--- src/rtl/block_frame_writer_if.sv ---
// Coordinate/pixel/RAM-write bundle between block_frame_writer (master) and
// the graphics controller plus block frame RAMs (slave).
interface block_frame_writer_if #(
  parameter int COORD_BITS = 10,
  parameter int PIXEL_BITS = 8,
  parameter int ADDR_BITS  = 10
);
  logic [COORD_BITS-1:0] x_coord_of_current_block;
  logic [COORD_BITS-1:0] y_coord_of_current_block;
  logic [PIXEL_BITS-1:0] pixel_in;
  logic                  wr_en;
  logic                  wr_bank;
  logic [ADDR_BITS-1:0]  wr_addr;
  logic [PIXEL_BITS-1:0] wr_data;

  modport master (
    output x_coord_of_current_block,
    output y_coord_of_current_block,
    input  pixel_in,
    output wr_en,
    output wr_bank,
    output wr_addr,
    output wr_data
  );

  modport slave (
    input  x_coord_of_current_block,
    input  y_coord_of_current_block,
    output pixel_in,
    input  wr_en,
    input  wr_bank,
    input  wr_addr,
    input  wr_data
  );
endinterface

--- src/rtl/block_frame_writer.sv ---
// Block-grid scanner writing one frame of pixels into the back bank of a
// ping-pong RAM pair. Optional macro BLOCK_FRAME_WRITER_OVERRUN_CNT_EN adds overrun_count.
module block_frame_writer #(
  parameter int GRID_W     = 32,
  parameter int GRID_H     = 24,
  parameter int COORD_BITS = 10,
  parameter int PIXEL_BITS = 8,
  parameter int ADDR_BITS  = 10
) (
  input  logic                  clk,
  input  logic                  reset,
  input  logic                  frame_tick,
  block_frame_writer_if.master  bus,
  output logic                  whichRAM,
  output logic                  busy,
  output logic                  frame_done
`ifdef BLOCK_FRAME_WRITER_OVERRUN_CNT_EN
  ,
  output logic [7:0]            overrun_count
`endif
);

  typedef enum logic [1:0] {
    IDLE,
    SCAN,
    FLUSH,
    SWAP
  } state_t;

  localparam logic [COORD_BITS-1:0] X_LAST = COORD_BITS'(GRID_W - 1);
  localparam logic [COORD_BITS-1:0] Y_LAST = COORD_BITS'(GRID_H - 1);

  state_t                state_q, state_d;
  logic [COORD_BITS-1:0] x_q, x_d;
  logic [COORD_BITS-1:0] y_q, y_d;
  logic [ADDR_BITS-1:0]  lin_q, lin_d;
  logic                  pending_q, pending_d;
  logic                  wr_en_q, wr_en_d;
  logic                  wr_bank_q, wr_bank_d;
  logic [ADDR_BITS-1:0]  wr_addr_q, wr_addr_d;
  logic [PIXEL_BITS-1:0] wr_data_q, wr_data_d;
  logic                  which_q, which_d;
  logic                  busy_q, busy_d;
  logic                  frame_done_q, frame_done_d;
`ifdef BLOCK_FRAME_WRITER_OVERRUN_CNT_EN
  logic [7:0]            ovr_q, ovr_d;
  logic                  tick_dropped;
`endif

  always_comb begin
    state_d      = state_q;
    x_d          = x_q;
    y_d          = y_q;
    lin_d        = lin_q;
    pending_d    = pending_q;
    wr_en_d      = 1'b0;
    wr_bank_d    = wr_bank_q;
    wr_addr_d    = wr_addr_q;
    wr_data_d    = wr_data_q;
    which_d      = which_q;
    frame_done_d = 1'b0;

    // A tick arriving while busy queues exactly one frame; later ones are lost.
    if (state_q != IDLE && frame_tick && !pending_q) begin
      pending_d = 1'b1;
    end

    case (state_q)
      IDLE: begin
        if (frame_tick) begin
          state_d = SCAN;
        end
      end
      SCAN: begin
        wr_en_d   = 1'b1;
        wr_addr_d = lin_q;
        wr_data_d = bus.pixel_in;
        wr_bank_d = ~which_q;
        lin_d     = lin_q + ADDR_BITS'(1);
        if (x_q == X_LAST) begin
          x_d = '0;
          if (y_q == Y_LAST) begin
            y_d     = '0;
            lin_d   = '0;
            state_d = FLUSH;
          end else begin
            y_d = y_q + COORD_BITS'(1);
          end
        end else begin
          x_d = x_q + COORD_BITS'(1);
        end
      end
      FLUSH: begin
        state_d      = SWAP;
        which_d      = ~which_q;
        frame_done_d = 1'b1;
      end
      SWAP: begin
        // A queued frame consumes pending; a fresh tick here with nothing
        // queued starts the next frame directly instead of stranding pending.
        if (pending_q) begin
          state_d   = SCAN;
          pending_d = 1'b0;
        end else if (frame_tick) begin
          state_d   = SCAN;
          pending_d = 1'b0;
        end else begin
          state_d = IDLE;
        end
      end
      default: begin
        state_d = IDLE;
      end
    endcase

    busy_d = (state_d != IDLE);
  end

`ifdef BLOCK_FRAME_WRITER_OVERRUN_CNT_EN
  always_comb begin
    tick_dropped = frame_tick && (state_q != IDLE) && pending_q;
    ovr_d        = ovr_q;
    if (tick_dropped && ovr_q != 8'hFF) begin
      ovr_d = ovr_q + 8'd1;
    end
  end
`endif

  always_ff @(posedge clk or negedge reset) begin
    if (!reset) begin
      state_q      <= IDLE;
      x_q          <= '0;
      y_q          <= '0;
      lin_q        <= '0;
      pending_q    <= 1'b0;
      wr_en_q      <= 1'b0;
      wr_bank_q    <= 1'b1;
      wr_addr_q    <= '0;
      wr_data_q    <= '0;
      which_q      <= 1'b0;
      busy_q       <= 1'b0;
      frame_done_q <= 1'b0;
`ifdef BLOCK_FRAME_WRITER_OVERRUN_CNT_EN
      ovr_q        <= '0;
`endif
    end else begin
      state_q      <= state_d;
      x_q          <= x_d;
      y_q          <= y_d;
      lin_q        <= lin_d;
      pending_q    <= pending_d;
      wr_en_q      <= wr_en_d;
      wr_bank_q    <= wr_bank_d;
      wr_addr_q    <= wr_addr_d;
      wr_data_q    <= wr_data_d;
      which_q      <= which_d;
      busy_q       <= busy_d;
      frame_done_q <= frame_done_d;
`ifdef BLOCK_FRAME_WRITER_OVERRUN_CNT_EN
      ovr_q        <= ovr_d;
`endif
    end
  end

  assign bus.x_coord_of_current_block = x_q;
  assign bus.y_coord_of_current_block = y_q;
  assign bus.wr_en                    = wr_en_q;
  assign bus.wr_bank                  = wr_bank_q;
  assign bus.wr_addr                  = wr_addr_q;
  assign bus.wr_data                  = wr_data_q;
  assign whichRAM                     = which_q;
  assign busy                         = busy_q;
  assign frame_done                   = frame_done_q;
`ifdef BLOCK_FRAME_WRITER_OVERRUN_CNT_EN
  assign overrun_count                = ovr_q;
`endif

endmodule

--- src/flat_wrapper.sv ---
// flat-port wrapper written by rule: the top's interface ports become plain ports
module block_frame_writer_flat 
#(
  parameter int GRID_W     = 32,
  parameter int GRID_H     = 24,
  parameter int COORD_BITS = 10,
  parameter int PIXEL_BITS = 8,
  parameter int ADDR_BITS  = 10
)
  (clk, reset, frame_tick, whichRAM, busy, frame_done, bus_x_coord_of_current_block, bus_y_coord_of_current_block, bus_pixel_in, bus_wr_en, bus_wr_bank, bus_wr_addr, bus_wr_data);
  block_frame_writer_if #(.COORD_BITS(COORD_BITS), .PIXEL_BITS(PIXEL_BITS), .ADDR_BITS(ADDR_BITS)) bus_i ();
  input  logic clk;
  input  logic reset;
  input  logic frame_tick;
  output logic whichRAM;
  output logic busy;
  output logic frame_done;
  output wire logic [$bits(bus_i.x_coord_of_current_block)-1:0] bus_x_coord_of_current_block;
  output wire logic [$bits(bus_i.y_coord_of_current_block)-1:0] bus_y_coord_of_current_block;
  input wire logic [$bits(bus_i.pixel_in)-1:0] bus_pixel_in;
  output wire logic [$bits(bus_i.wr_en)-1:0] bus_wr_en;
  output wire logic [$bits(bus_i.wr_bank)-1:0] bus_wr_bank;
  output wire logic [$bits(bus_i.wr_addr)-1:0] bus_wr_addr;
  output wire logic [$bits(bus_i.wr_data)-1:0] bus_wr_data;
  assign bus_x_coord_of_current_block = bus_i.x_coord_of_current_block;
  assign bus_y_coord_of_current_block = bus_i.y_coord_of_current_block;
  assign bus_i.pixel_in = bus_pixel_in;
  assign bus_wr_en = bus_i.wr_en;
  assign bus_wr_bank = bus_i.wr_bank;
  assign bus_wr_addr = bus_i.wr_addr;
  assign bus_wr_data = bus_i.wr_data;
  block_frame_writer #(.GRID_W(GRID_W), .GRID_H(GRID_H), .COORD_BITS(COORD_BITS), .PIXEL_BITS(PIXEL_BITS), .ADDR_BITS(ADDR_BITS)) u_core (.clk(clk), .reset(reset), .frame_tick(frame_tick), .bus(bus_i), .whichRAM(whichRAM), .busy(busy), .frame_done(frame_done));
endmodule
--- config.mk ---
export PLATFORM = sky130hd
export DESIGN_NAME = block_frame_writer_flat
export DESIGN_NICKNAME = d
export VERILOG_FILES = /design/src/rtl/block_frame_writer_if.sv /design/src/rtl/block_frame_writer.sv /design/src/flat_wrapper.sv
export SDC_FILE = /design/constraint.sdc
export NUM_CORES = 1
export LEC_CHECK = 0
export BUFFER_PORTS_ARGS = -buffer_cell sky130_fd_sc_hd__buf_4
export CORE_MARGIN = 2
export CORE_UTILIZATION = 48
export CTS_CLUSTER_SIZE = 10
export DETAILED_ROUTE_END_ITERATION = 12
export HOLD_SLACK_MARGIN = 0.1
export PLACE_DENSITY = 0.75
export SETUP_SLACK_MARGIN = 0.4
export SYNTH_ARGS = -nofsm -noshare
export SYNTH_HDL_FRONTEND = slang
export SYNTH_SLANG_ARGS = --single-unit
--- constraint.sdc ---
create_clock -name clk -period 1.7 [get_ports clk]
set_input_delay 0.34 -clock clk [delete_from_list [all_inputs] [get_ports clk]]
set_output_delay 0.34 -clock clk [all_outputs]
set_load 0.01 [all_outputs]
# == After elaboration in Yosys (flattened, before gate mapping) ==
# Cells that the tools add are included.
# word_totals
output_inout_bits,43
in_bits,11
word_cells,44
regBits,56
# classes
n_bitwise,1
n_eq_ne,5
reduce_logical,7
add_sub_neg,3
mux,16
# op_table
op,count
$mux 10,4
$add 10x1->10 const B,3
$eq 10x5->1 const B,2
$mux 2,4
$pmux 2 s4,1
$mux 1,7
$eq 2x2->1 const B,2
$reduce_bool 2->1,2
$eq 2x1->1 const B,1
$logic_and 1x1->1,2
$logic_not 2->1,1
$reduce_and 2->1,1
$logic_not 1->1,1
$not 1->1,1

# == Depth between registers and ports, before layout ==
# Gate-level depths: netlist (run 1).
# depth
ltp_word,7
depth_mapped,6
mapped_depth_nobuf,5

# == Worst setup path before layout (run 1) ==
# OpenSTA, ideal clock, no wires.
# synth_path
path_kind,flip-flop to flip-flop
start,reg u_core.x_q[0] (netlist: u_core.bus.x_coord_of_current_block[0])
end,reg u_core.y_q[7] (netlist: u_core.bus.y_coord_of_current_block[7])
period_less_slack_ns,1.678
t_arrival_ns,1.596
required_time_ns,1.617
setup_ns,0.083
slack_ns,0.022
path_buffers,0
path_stages_with_launch,6
cell_sequence,dfrtp_1 ha_1 and3b_1 nand3_4 or4_1 o21ai_0
# synth_via
elab_chain_cells,2
# synth_lines
item,line,text
start: declaration,block_frame_writer.sv:34,"logic [COORD_BITS-1:0] x_q, x_d;"
start signal: assignment,block_frame_writer.sv:132,x_q <= '0;
start signal: assignment,block_frame_writer.sv:148,x_q <= x_d;
$eq 10x5->1,block_frame_writer.sv:80,if (x_q == X_LAST) begin
$reduce_and 2->1 (no line),--,
end signal: assignment,block_frame_writer.sv:149,y_q <= y_d;
end: declaration,block_frame_writer.sv:35,"logic [COORD_BITS-1:0] y_q, y_d;"
# Every way passes these cells.
# A chain may end at the register's enable or synchronous reset.

# == Worst setup path after layout (run 1) ==
# layout_path
start,reg u_core.x_q[7] (netlist: u_core.bus.x_coord_of_current_block[7])
end,reg u_core.y_q[7] (netlist: u_core.bus.y_coord_of_current_block[7])
# Same word-level chain as after synthesis.

==> results of run 1 <==
==> final cells by class <==
cell class	count	area (um2)
clock buffers	5	68.8
clock inverters	3	46.3
fillers	356	1360
inverters	4	17.5
multi-input cells	174	1060
flip-flops and latches	56	1410
well taps	67	83.8
repair buffers	91	769
==> repair_timing <==
action | in CTS | in global routing
resized for setup | 23 | 16
setup endpoints to repair | 36 | 53
cloned | 1 | 0
hold buffers | 1 | 0
endpoints found under the hold margin | 14 | 0
setup buffers | 16 | 8
pin swaps | 18 | 4
==> critical path, cell delays in order, from the launching register on <==
cell     delay (ns)
dfrtp_2        0.44
nor4_4         0.40
nand3_4        0.16
or4_1          0.45
o21ai_0        0.09
==> state kept, by name (all words and copies together) (netlist names) <==
name                                 cells
u_core.bus.wr_data                       8
u_core.bus.y_coord_of_current_block     10
u_core.bus.x_coord_of_current_block     10
u_core.whichRAM                          1
u_core.frame_done                        1
u_core.lin_q                            10
u_core.bus.wr_en                         1
u_core.pending_q                         1
u_core.busy                              1
u_core.state_q                           2
u_core.bus.wr_bank                       1
u_core.bus.wr_addr                      10
==> synthesized netlist by cell type, types with 2 or more instances <==
cell / instances / area share
or2_2: 2 / 0.0051
ha_1: 3 / 0.015
and3_1: 3 / 0.0077
inv_1: 4 / 0.0062
nor2_1: 13 / 0.020
nor3_1: 5 / 0.010
or4_1: 2 / 0.0062
nand2b_1: 2 / 0.0051
a21oi_1: 4 / 0.0082
nand3_1: 5 / 0.010
clkbuf_1: 3 / 0.0046
nor4_1: 3 / 0.0077
o21ai_0: 11 / 0.023
buf_2: 2 / 0.0041
and3b_1: 2 / 0.0072
xnor2_1: 14 / 0.050
dfrtp_1: 55 / 0.57
nand4_1: 11 / 0.028
xor2_1: 8 / 0.029
nand2_1: 69 / 0.11
==> layer usage <==
metal,up-vias,part of all wire,global-route usage
li1,997,-,-
met1,969,0.44,0.281
met2,48,0.51,0.343
met3,6,0.035,0.0321
met4,0,0.012,0.0643
met5,-,0,0
==> power groups by stage <==
stage,registers (mW),logic [mW],clock network [mW]
2_1_floorplan,1.38,0.00723,0
3_3_place_gp,1.37,0.0788,0
3_5_place_dp,1.37,0.0800,0
4_1_cts,1.35,0.0818,0.907
5_1_grt,1.35,0.0888,0.944
6_report,1.35,0.0784,0.885
==> logic make-up after synthesis <==
kind of cell | count (synthesis) | synth area share
AO/OA/AOI/OAI | 18 | 0.0416
XOR/XNOR | 22 | 0.0792
adder cells (fa/ha/maj) | 3 | 0.0154
buffers and inverters | 11 | 0.0195
flip-flops | 56 | 0.576
multiplexers | 1 | 0.00463
AND/OR/NAND/NOR | 129 | 0.263
==> worst max path at each step <==
stage / start / endpoint / slack, ns / cells past startpoint
6_report: u_core.bus.x_coord_of_current_block[7]$_DFFE_PN0P_ / u_core.bus.y_coord_of_current_block[7]$_DFFE_PN0P_ / 0.07 / 4
5_1_grt: u_core.bus.x_coord_of_current_block[7]$_DFFE_PN0P_ / u_core.bus.y_coord_of_current_block[7]$_DFFE_PN0P_ / 0.01 / 4
4_1_cts: u_core.bus.y_coord_of_current_block[1]$_DFFE_PN0P_ / u_core.bus.y_coord_of_current_block[7]$_DFFE_PN0P_ / 0.10 / 5
3_5_place_dp: u_core.bus.x_coord_of_current_block[9]$_DFFE_PN0P_ / u_core.bus.y_coord_of_current_block[7]$_DFFE_PN0P_ / 0.03 / 4
3_3_place_gp: u_core.bus.x_coord_of_current_block[9]$_DFFE_PN0P_ / u_core.bus.y_coord_of_current_block[7]$_DFFE_PN0P_ / 0.12 / 4
2_1_floorplan: u_core.bus.y_coord_of_current_block[1]$_DFFE_PN0P_ / u_core.bus.y_coord_of_current_block[7]$_DFFE_PN0P_ / 0.15 / 5
==> stage by stage <==
step | util | cells | setup slack (ns) | hold WS (ns)
floorplan | - | 240 | 0.149 | 0.0444
global placement | 0.630 | 366 | 0.117 | 0.218
detailed placement | 0.630 | 366 | 0.0297 | 0.217
CTS | 0.696 | 392 | 0.102 | 0.212
global route | 0.718 | 400 | 0.0134 | 0.216
finish | 0.718 | 400 | 0.0718 | 0.215
==> impl_metrics.env, run 1 <==
export IMPL_ys_warnings_count=0
export IMPL_cts_buffers=5
export IMPL_portBuffers=53
export IMPL_rsz0062_at_grt="true"
export IMPL_hpwl_mm=3.60
export IMPL_hold_end="u_core.bus.wr_data[7]$_DFFE_PN0P_"
export IMPL_final_max_slew_violation_count=0
export IMPL_swShare=0.211
export IMPL_min_from="bus_pixel_in[7]"
export IMPL_grt_pass1_vias=1898
export IMPL_ir_worst_vdd_uv=631
export IMPL_p_per_area_nw_per_um2=667
export IMPL_cts_buffer_depth=2
export IMPL_period_needed_ns=1.63
export IMPL_synthFlopType="dfrtp_1"
export IMPL_clockPowerShare=0.383
export IMPL_synth_edf_count=0
export IMPL_stdcell_area_um2=3460
export IMPL_hold_class="input pin to flop"
export IMPL_final_cell_mix="buf_4 (70), nand2_1 (67), dfrtp_1 (49)"
export IMPL_worstMarginPinSlew_ns=0.358
export IMPL_cts_sinks=56
export IMPL_critical_path_arrival_ns=1.86
export IMPL_drcViolationCount=0
export IMPL_drive_gt1_frac=0.393
export IMPL_clock_latency_ns=0.31
export IMPL_post_route_period_util=0.958
export IMPL_antenna_left=0
export IMPL_synthArstFlopShare=1.00
export IMPL_rrSetupSlack_ns=0.07
export IMPL_p_total_mw=2.31
export IMPL_wirelength_mm=5.53
export IMPL_outcome="complete, no violations"
export IMPL_vias=2020
export IMPL_yosys_register_bits=56
export IMPL_max_freq_mhz=614
export IMPL_intPower_mw=1.82
export IMPL_maxSlewHeadroom=0.760
export IMPL_r2r_end="u_core.bus.y_coord_of_current_block[7]$_DFFE_PN0P_"
export IMPL_initial_core_util=0.505
export IMPL_diodes=0
export IMPL_avgSynthCellArea_um2=10.1
export IMPL_setup_viol=0
export IMPL_cap_viol_max_count=0
export IMPL_fp_dieH_um=75.2
export IMPL_grt_max_degree=28
export IMPL_antenna_found_initial=0
export IMPL_overflow=0
export IMPL_wl_per_cell_um=13.8
export IMPL_syn2layout_area_growth_pct=42.2
export IMPL_hold_viol=0
export IMPL_yosysUniqueCellTypes=39
export IMPL_reg2regPathDepth=4
export IMPL_rows=25
export IMPL_cp_start_kind="flop"
export IMPL_syn_nets=254
export IMPL_min_path_cells=3
export IMPL_die_width_um=75.2
export IMPL_via_per_inst=5.05
export IMPL_place_area_um2=3030
export IMPL_fin_worst_skew_ns=0.0122
export IMPL_grt_pass1_wl_mm=8.89
export IMPL_path_clk_slew_ns=0.11
export IMPL_routabilityCongestion=0.822
export IMPL_io_pins=54
export IMPL_worstSetupEndpointType="flop"
export IMPL_grt_total_usage=0.206
export IMPL_p_comb_frac=0.034
export IMPL_layout_commonest_cell="buf_4"
export IMPL_syn_inst=240
export IMPL_sequentialPowerShare=0.583
export IMPL_design_core_area_um2=4820
export IMPL_fin_nets=346
export IMPL_dr_pass1_iters=4
export IMPL_tns_ns=0
export IMPL_die_area_um2=5660
export IMPL_ys_seq_area_frac=0.576
export IMPL_ctsHtreeMaxLevel=2
export IMPL_reg2reg_from="u_core.bus.x_coord_of_current_block[7]$_DFFE_PN0P_"
export IMPL_switchingPower_mw=0.487
export IMPL_worstPathRequired_ns=1.93
export IMPL_synthesis_area_um2=2430
export IMPL_cts_tree="done"
export IMPL_criticalPathCategory="flop to flop"
export IMPL_leakage_nw=1.66
export IMPL_crit_fanout=8
export IMPL_drt_iter0_markers=124
export IMPL_cts_root_buf="clkbuf_8"
Note: power is estimated with default switching activity, not from simulation.
==> run 2: changes to the inputs <==
--- a/config.mk
+++ b/config.mk
@@ -5,9 +5,10 @@
 export SDC_FILE = /design/constraint.sdc
 export NUM_CORES = 1
 export LEC_CHECK = 0
+export ABC_AREA = 1
 export BUFFER_PORTS_ARGS = -buffer_cell sky130_fd_sc_hd__buf_4
 export CORE_MARGIN = 2
-export CORE_UTILIZATION = 48
+export CORE_UTILIZATION = 49
 export CTS_CLUSTER_SIZE = 10
 export DETAILED_ROUTE_END_ITERATION = 12
 export HOLD_SLACK_MARGIN = 0.1
==> impl_metrics.env, run 2 <==
export IMPL_outcome="complete, no violations"
export IMPL_ir_worst_vdd_uv=805
export IMPL_grt_total_usage=0.204
export IMPL_synthesis_area_um2=2730
export IMPL_yosysTopAreaCell="dfrtp_1"
export IMPL_synth_top_area_frac=0.503
export IMPL_min_path_cells=3
export IMPL_cts_buffers=5
export IMPL_antenna_found_initial=0
export IMPL_leakage_nw=1.94
export IMPL_grt_pass1_wl_mm=10.1
export IMPL_initial_core_util=0.503
export IMPL_critPathSlowestCell="dfrtp_2"
export IMPL_max_freq_mhz=708
export IMPL_drt_iter0_markers=175
export IMPL_rsz0062_at_grt="true"
export IMPL_die_width_um=78.7
export IMPL_n_fill_cell=420
export IMPL_path_cells="ha_4 -> nand4_4 -> nor2_4 -> nand2_1 -> o21ai_0 -> nor2_1"
export IMPL_overflow=0
export IMPL_routabilityCongestion=0.848
export IMPL_hold_class="input pin to flop"
export IMPL_avgSynthCellArea_um2=8.14
export IMPL_placed_cells=460
export IMPL_critical_path_arrival_ns=1.62
export IMPL_cts_sinks=56
export IMPL_syn_nets=350
export IMPL_synth_edf_count=0
export IMPL_ctsHtreeMaxLevel=2
export IMPL_fp_dieH_um=78.7
export IMPL_path_clk_slew_ns=0.11
export IMPL_rrSetupSlack_ns=0.29
export IMPL_dr_pass1_iters=4
export IMPL_final_max_slew_violation_count=0
export IMPL_criticalPathCategory="flop to flop"
export IMPL_maxSlewHeadroom=0.765
export IMPL_syn2layout_area_growth_pct=40.3
export IMPL_worstPathRequired_ns=1.91
export IMPL_synthTopCellsByArea="dfrtp_1 (50%), nand2_1 (15%), nand3_1 (5.9%)"
export IMPL_antenna_left=0
export IMPL_hold_viol=0
export IMPL_wirelength_mm=6.44
export IMPL_fin_nets=438
export IMPL_grt_pass1_vias=2292
export IMPL_tns_ns=0
export IMPL_setup_viol=0
export IMPL_cap_viol_max_count=0
export IMPL_design_core_area_um2=5440
export IMPL_vias=2483
export IMPL_layout_commonest_cell="nand2_1"
export IMPL_stdcell_area_um2=3840
export IMPL_crit_fanout=7
export IMPL_synth_common_cells="nand2_1 (109), dfrtp_1 (55), inv_1 (37)"
export IMPL_period_needed_ns=1.41
export IMPL_final_cell_mix="nand2_1 (104), buf_4 (76), dfrtp_1 (44)"
export IMPL_die_area_um2=6190
export IMPL_yosysUniqueCellTypes=30
export IMPL_wl_per_cell_um=13.0
export IMPL_hpwl_mm=4.03
export IMPL_io_pins=54
export IMPL_worstMarginPinSlew_ns=0.353
export IMPL_rows=27
export IMPL_cts_tree="done"
export IMPL_yosys_register_bits=56
export IMPL_diodes=0
export IMPL_reg2regPathDepth=6
export IMPL_cts_root_buf="clkbuf_8"
export IMPL_worstSetupEndpointType="flop"
export IMPL_ys_warnings_count=0
export IMPL_via_per_inst=5.00
export IMPL_r2r_end="u_core.bus.x_coord_of_current_block[3]$_DFFE_PN0P_"
export IMPL_cp_start_kind="flop"
export IMPL_drcViolationCount=0
export IMPL_fin_worst_skew_ns=0.00896
export IMPL_clock_latency_ns=0.32
export IMPL_portBuffers=53
export IMPL_min_from="bus_pixel_in[3]"
export IMPL_cpPeakStageDelay_ns=0.42
export IMPL_synth_most_common_cell="nand2_1"
export IMPL_grt_max_degree=33
export IMPL_drive_gt1_frac=0.376
export IMPL_post_route_period_util=0.831
export IMPL_reg2reg_from="u_core.bus.x_coord_of_current_block[0]$_DFFE_PN0P_"
export IMPL_synthFlopType="dfrtp_1"
export IMPL_syn_inst=336
export IMPL_cts_buffer_depth=2
export IMPL_ys_seq_area_frac=0.513
export IMPL_final_cells=497
export IMPL_synthArstFlopShare=1.00
export IMPL_p_per_area_nw_per_um2=1250
export IMPL_hold_end="u_core.bus.wr_data[3]$_DFFE_PN0P_"
export IMPL_place_area_um2=3280
-- run 2: cell types whose count changed after synthesis, moves of 4 or more --
cell	change
nand2_1	+40
inv_1	+33
nand3_1	+27
nor2_1	+22
xnor2_1	-13
nand4_1	-9
o21ai_0	+6
nor2_4	+4
-- run 2: per-layer routing --
| metal | part of all wire | vias up | global-route usage |
|---|---|---|---|
| met5 | 0 | - | 0 |
| met2 | 0.50 | 61 | 0.336 |
| met3 | 0.040 | 9 | 0.0273 |
| li1 | - | 1229 | - |
| met4 | 0.017 | 0 | 0.0632 |
| met1 | 0.44 | 1184 | 0.281 |
-- run 2: worst max-delay path by stage --
stage                                                       startpoint  cells past startpoint  slack [ns]                                                  to
global route        u_core.bus.x_coord_of_current_block[0]$_DFFE_PN0P_                      6        0.21                         u_core.lin_q[7]$_DFFE_PN0P_
detailed placement                         u_core.state_q[1]$_DFF_PN0_                      6        0.24                         u_core.lin_q[3]$_DFFE_PN0P_
CTS                 u_core.bus.x_coord_of_current_block[0]$_DFFE_PN0P_                      2        0.32                     bus_x_coord_of_current_block[0]
global placement                           u_core.state_q[1]$_DFF_PN0_                      7        0.29                         u_core.lin_q[3]$_DFFE_PN0P_
finish              u_core.bus.x_coord_of_current_block[0]$_DFFE_PN0P_                      6        0.29  u_core.bus.x_coord_of_current_block[3]$_DFFE_PN0P_
floorplan           u_core.bus.y_coord_of_current_block[1]$_DFFE_PN0P_                      7        0.37  u_core.bus.y_coord_of_current_block[6]$_DFFE_PN0P_
-- run 2: final cells by class --
cell class	instances	area [um2]	area share
tap	72	90.1	0.0235
inverter	39	146	0.0382
sequential	56	1420	0.369
timing repair buffer	89	733	0.191
clock inverter	3	68.8	0.0179
multi-input combinational	233	1310	0.342
clock buffer	5	68.8	0.0179
-- run 2: cells by family after synthesis --
kind of cell | share of synthesized area
xor gates and xnor gates | 0.0352
buffers and inverters | 0.0732
and+or+nand+nor | 0.323
adders and majority gates | 0.0137
DFF | 0.513
AOI/OAI and AO/OA | 0.0421
-- run 2: what timing repair did --
| action | CTS | global route |
|---|---|---|
| setup buffers | 20 | 8 |
| setup endpoints to repair | 51 | 52 |
| pin swaps | 9 | 17 |
| hold buffers | 1 | 0 |
| gates resized for setup | 22 | 36 |
| endpoints found under the hold margin | 23 | 0 |
-- run 2: metrics by stage --
| stage | util | hold WS [ns] | power, mW | setup WS (ns) |
|---|---|---|---|---|
| floorplan | - | 0.0444 | 2.73 | 0.366 |
| global route | 0.705 | 0.206 | 5.08 | 0.211 |
| global placement | 0.603 | 0.272 | 3.27 | 0.288 |
| finish | 0.705 | 0.205 | 4.80 | 0.287 |
| CTS | 0.674 | 0.207 | 4.57 | 0.318 |
| detailed placement | 0.603 | 0.271 | 3.29 | 0.239 |
-- run 2: power breakdown --
group / internal [mW] / switching [mW]
Combinational: 0.865 / 0.925
Clock: 0.593 / 0.462
Sequential: 1.64 / 0.308
-- run 2: worst max-delay path, delay by kind of cell, from the launching register on --
kind	cells	cell delay (ns)
AND/OR/NAND/NOR	4	0.60
adder cells (fa/ha/maj)	1	0.16
flip-flops	1	0.42
AO/OA/AOI/OAI	1	0.11
==> run 3: changes to the inputs <==
--- a/config.mk
+++ b/config.mk
@@ -8,11 +8,11 @@
 export ABC_AREA = 1
 export BUFFER_PORTS_ARGS = -buffer_cell sky130_fd_sc_hd__buf_4
 export CORE_MARGIN = 2
-export CORE_UTILIZATION = 49
+export CORE_UTILIZATION = 55
 export CTS_CLUSTER_SIZE = 10
 export DETAILED_ROUTE_END_ITERATION = 12
 export HOLD_SLACK_MARGIN = 0.1
-export PLACE_DENSITY = 0.75
+export PLACE_DENSITY = 0.8
 export SETUP_SLACK_MARGIN = 0.4
 export SYNTH_ARGS = -nofsm -noshare
 export SYNTH_HDL_FRONTEND = slang
==> constraint.sdc (replaced) <==
create_clock -name clk -period 1.5 [get_ports clk]
set_input_delay 0.3 -clock clk [delete_from_list [all_inputs] [get_ports clk]]
set_output_delay 0.3 -clock clk [all_outputs]
set_load 0.01 [all_outputs]
==> impl_metrics.env, run 3 <==
export IMPL_synthFlopType="dfrtp_1"
export IMPL_synth_edf_count=0
export IMPL_routabilityCongestion=0.825
export IMPL_yosys_register_bits=56
export IMPL_ctsHtreeMaxLevel=2
export IMPL_ys_seq_area_frac=0.513
export IMPL_synthTopCellsByArea="dfrtp_1 (50%), nand2_1 (15%), nand3_1 (5.9%)"
export IMPL_io_pins=54
export IMPL_synthArstFlopShare=1.00
export IMPL_place_area_um2=3300
export IMPL_portBuffers=53
export IMPL_worst_endpoint="u_core.lin_q[9]$_DFFE_PN0P_/D"
export IMPL_cts_buffer_depth=2
export IMPL_hpwl_mm=4.19
export IMPL_error_line="[ERROR DPL-0038] Utilization greater than 100%, impossible to legalize"
export IMPL_synth_most_common_cell="nand2_1"
export IMPL_timing_worst_endpoint_kind="register data pin"
export IMPL_yosysUniqueCellTypes=30
export IMPL_syn_nets=350
export IMPL_synthesis_area_um2=2730
export IMPL_die_width_um=74.5
export IMPL_syn_inst=336
export IMPL_initial_core_util=0.575
export IMPL_ys_warnings_count=0
export IMPL_grt_max_degree=30
export IMPL_cts_root_buf="clkbuf_8"
export IMPL_cts_buffers=5
export IMPL_synth_top_area_frac=0.503
export IMPL_fp_dieH_um=74.5
export IMPL_lastStage="global routing (5_1_grt)"
export IMPL_cts_sinks=56
export IMPL_outcome="aborted with a tool error"
export IMPL_avgSynthCellArea_um2=8.14
export IMPL_synth_common_cells="nand2_1 (109), dfrtp_1 (55), inv_1 (37)"
export IMPL_yosysTopAreaCell="dfrtp_1"
export IMPL_rows=25
## run 3: cells by family after synthesis
group | Yosys count | share of synthesized area
XOR/XNOR | 11 | 0.0352
AND/OR/NAND/NOR | 196 | 0.323
buffers and inverters | 47 | 0.0732
flip-flops | 56 | 0.513
adder cells (fa/ha/maj) | 3 | 0.0137
AO/OA/AOI/OAI | 23 | 0.0421
## run 3: what timing repair did
action | CTS
setup buffers | 46
cloned | 6
resized for setup | 91
hold buffers | 1
hold endpoints to repair | 26
pin swaps | 23
endpoints found under the setup margin | 91
## run 3: metrics by stage
| step | hold slack, ns | worst slack [ns] | cells |
|---|---|---|---|
| 2_1_floorplan | 0.00441 | 0.166 | 336 |
| 3_3_place_gp | 0.253 | 0.114 | 456 |
| 3_5_place_dp | 0.256 | 0.101 | 456 |
| 4_1_cts | 0.187 | 0.151 | 517 |
==> run 4: changes to the inputs <==
--- a/config.mk
+++ b/config.mk
@@ -8,12 +8,9 @@
 export ABC_AREA = 1
 export BUFFER_PORTS_ARGS = -buffer_cell sky130_fd_sc_hd__buf_4
 export CORE_MARGIN = 2
-export CORE_UTILIZATION = 55
-export CTS_CLUSTER_SIZE = 10
+export CORE_UTILIZATION = 40
 export DETAILED_ROUTE_END_ITERATION = 12
-export HOLD_SLACK_MARGIN = 0.1
-export PLACE_DENSITY = 0.8
-export SETUP_SLACK_MARGIN = 0.4
+export PLACE_DENSITY_LB_ADDON = 0.15
 export SYNTH_ARGS = -nofsm -noshare
 export SYNTH_HDL_FRONTEND = slang
 export SYNTH_SLANG_ARGS = --single-unit
==> impl_metrics.env, run 4 (synthesized netlist as in run 2, its figures left out) <==
export IMPL_drcViolationCount=0
export IMPL_cts_root_buf="clkbuf_8"
export IMPL_fin_worst_skew_ns=0.00838
export IMPL_max_freq_mhz=724
export IMPL_clock_latency_ns=0.31
export IMPL_fin_ws_ns=0.118
export IMPL_syn2layout_area_growth_pct=26.3
export IMPL_drive_gt1_frac=0.240
export IMPL_ctsHtreeMaxLevel=2
export IMPL_design_core_area_um2=6720
export IMPL_pre_cts_slack_ns=0.0271
export IMPL_cts_buffer_depth=2
export IMPL_ir_worst_vdd_uv=737
export IMPL_antenna_left=0
export IMPL_cts_sinks=56
export IMPL_grt_max_degree=26
export IMPL_critical_path_arrival_ns=1.58
export IMPL_wirelength_mm=5.78
export IMPL_hold_class="input pin to flop"
export IMPL_period_needed_ns=1.38
export IMPL_dr_pass1_iters=4
export IMPL_post_route_period_util=0.921
export IMPL_reg2regPathDepth=7
export IMPL_worstMarginPinSlew_ns=0.361
export IMPL_endpoint="u_core.bus.y_coord_of_current_block[9]$_DFFE_PN0P_"
export IMPL_fp_dieH_um=86.7
export IMPL_grt_pass1_wl_mm=10.0
export IMPL_r2r_end="u_core.bus.y_coord_of_current_block[9]$_DFFE_PN0P_"
export IMPL_initial_core_util=0.407
export IMPL_diodes=0
export IMPL_portBuffers=53
export IMPL_layout_commonest_cell="nand2_1"
export IMPL_io_pins=54
export IMPL_outcome="complete, no violations"
export IMPL_maxSlewHeadroom=0.758
export IMPL_p_per_area_nw_per_um2=1350
export IMPL_die_area_um2=7510
export IMPL_fin_nets=417
export IMPL_hold_viol=0
export IMPL_rsz0062_at_grt="true"
export IMPL_final_cell_mix="nand2_1 (109), buf_4 (65), dfrtp_1 (53)"
export IMPL_p_total_mw=4.65
export IMPL_setup_viol=0
export IMPL_cts_tree="done"
export IMPL_cts_buffers=5
export IMPL_vias=2296
export IMPL_cap_viol_max_count=0
export IMPL_via_per_inst=4.74
export IMPL_rows=30
export IMPL_routabilityCongestion=0.794
export IMPL_crit_fanout=9
export IMPL_die_width_um=86.7
export IMPL_worstPathRequired_ns=1.70
export IMPL_drt_iter0_markers=72
export IMPL_criticalPathCategory="flop to flop"
export IMPL_final_util=0.514
export IMPL_final_max_slew_violation_count=0
export IMPL_reg2reg_from="u_core.bus.x_coord_of_current_block[0]$_DFFE_PN0P_"
export IMPL_cp_startpoint="u_core.bus.x_coord_of_current_block[0]$_DFFE_PN0P_"
export IMPL_rrSetupSlack_ns=0.12
export IMPL_antenna_found_initial=0
export IMPL_grt_total_usage=0.165
export IMPL_wl_per_cell_um=11.9
export IMPL_grt_pass1_vias=2208
export IMPL_path_clk_slew_ns=0.10
export IMPL_overflow=0
export IMPL_hpwl_mm=4.17
export IMPL_worstSetupEndpointType="flop"
export IMPL_cp_start_kind="flop"
export IMPL_leakage_nw=1.78
==> run 4: layout make-up <==
class	count	area [um2]
Fill cell	677	3270
Sequential cell	56	1410
Multi-Input combinational cell	233	1170
Timing Repair Buffer	68	538
Inverter	39	146
Tap cell	80	100
Clock buffer	6	72.6
Clock inverter	2	16.3
==> run 4: worst max-delay path, stage by stage, from the launching register on <==
cell and delay, ns:
dfrtp_1 0.42, ha_4 0.18, nand2_1 0.10, nor2_4 0.14, buf_4 0.12, nand4_4 0.17
nand2_1 0.10, o21ai_1 0.06
==> run 4: how the worst min path moves through the flow <==
| stage | endpoint | from | depth (start not counted) | slack, ns |
|---|---|---|---|---|
| floorplan | u_core.bus.wr_addr[0]$_DFFE_PN0P_ | reset | 0 | 0.004 |
| global placement | u_core.bus.wr_data[7]$_DFFE_PN0P_ | reset | 1 | 0.23 |
| detailed placement | u_core.bus.wr_data[7]$_DFFE_PN0P_ | reset | 1 | 0.23 |
| CTS | u_core.bus.wr_data[3]$_DFFE_PN0P_ | bus_pixel_in[3] | 3 | 0.18 |
| global route | u_core.bus.wr_data[7]$_DFFE_PN0P_ | bus_pixel_in[7] | 3 | 0.17 |
| finish | u_core.bus.wr_data[7]$_DFFE_PN0P_ | bus_pixel_in[7] | 3 | 0.18 |
==> run 4: power breakdown <==
| group | switching (mW) | total [mW] | internal [mW] |
|---|---|---|---|
| combinational | 0.868 | 1.64 | 0.770 |
| sequential | 0.332 | 2.18 | 1.84 |
| clock | 0.501 | 0.835 | 0.334 |
| total | 1.70 | 4.65 | 2.95 |
==> run 4: layer usage <==
| layer | GRT usage | routed length [um] | part of all wire |
|---|---|---|---|
| met1 | 0.225 | 2820 | 0.49 |
| met2 | 0.272 | 2630 | 0.46 |
| met3 | 0.0314 | 272 | 0.047 |
| met4 | 0.0398 | 53 | 0.0092 |
| met5 | 0 | 0 | 0 |
==> run 4: per-stage QoR <==
step / cell area (um2) / setup TNS, ns / instances / hold slack, ns
5_1_grt: 3450 / -0.00900 / 484 / 0.174
4_1_cts: 3400 / 0 / 483 / 0.177
2_1_floorplan: 2730 / 0 / 336 / 0.00441
3_5_place_dp: 3300 / 0 / 474 / 0.232
6_report: 3450 / 0 / 484 / 0.181
3_3_place_gp: 3300 / 0 / 474 / 0.233
==> run 4: timing repair <==
action,CTS,global route
setup buffers,0,1
endpoints found under the hold margin,22,0
hold buffers,1,0
endpoints found under the setup margin,0,18
gates resized for setup,0,11
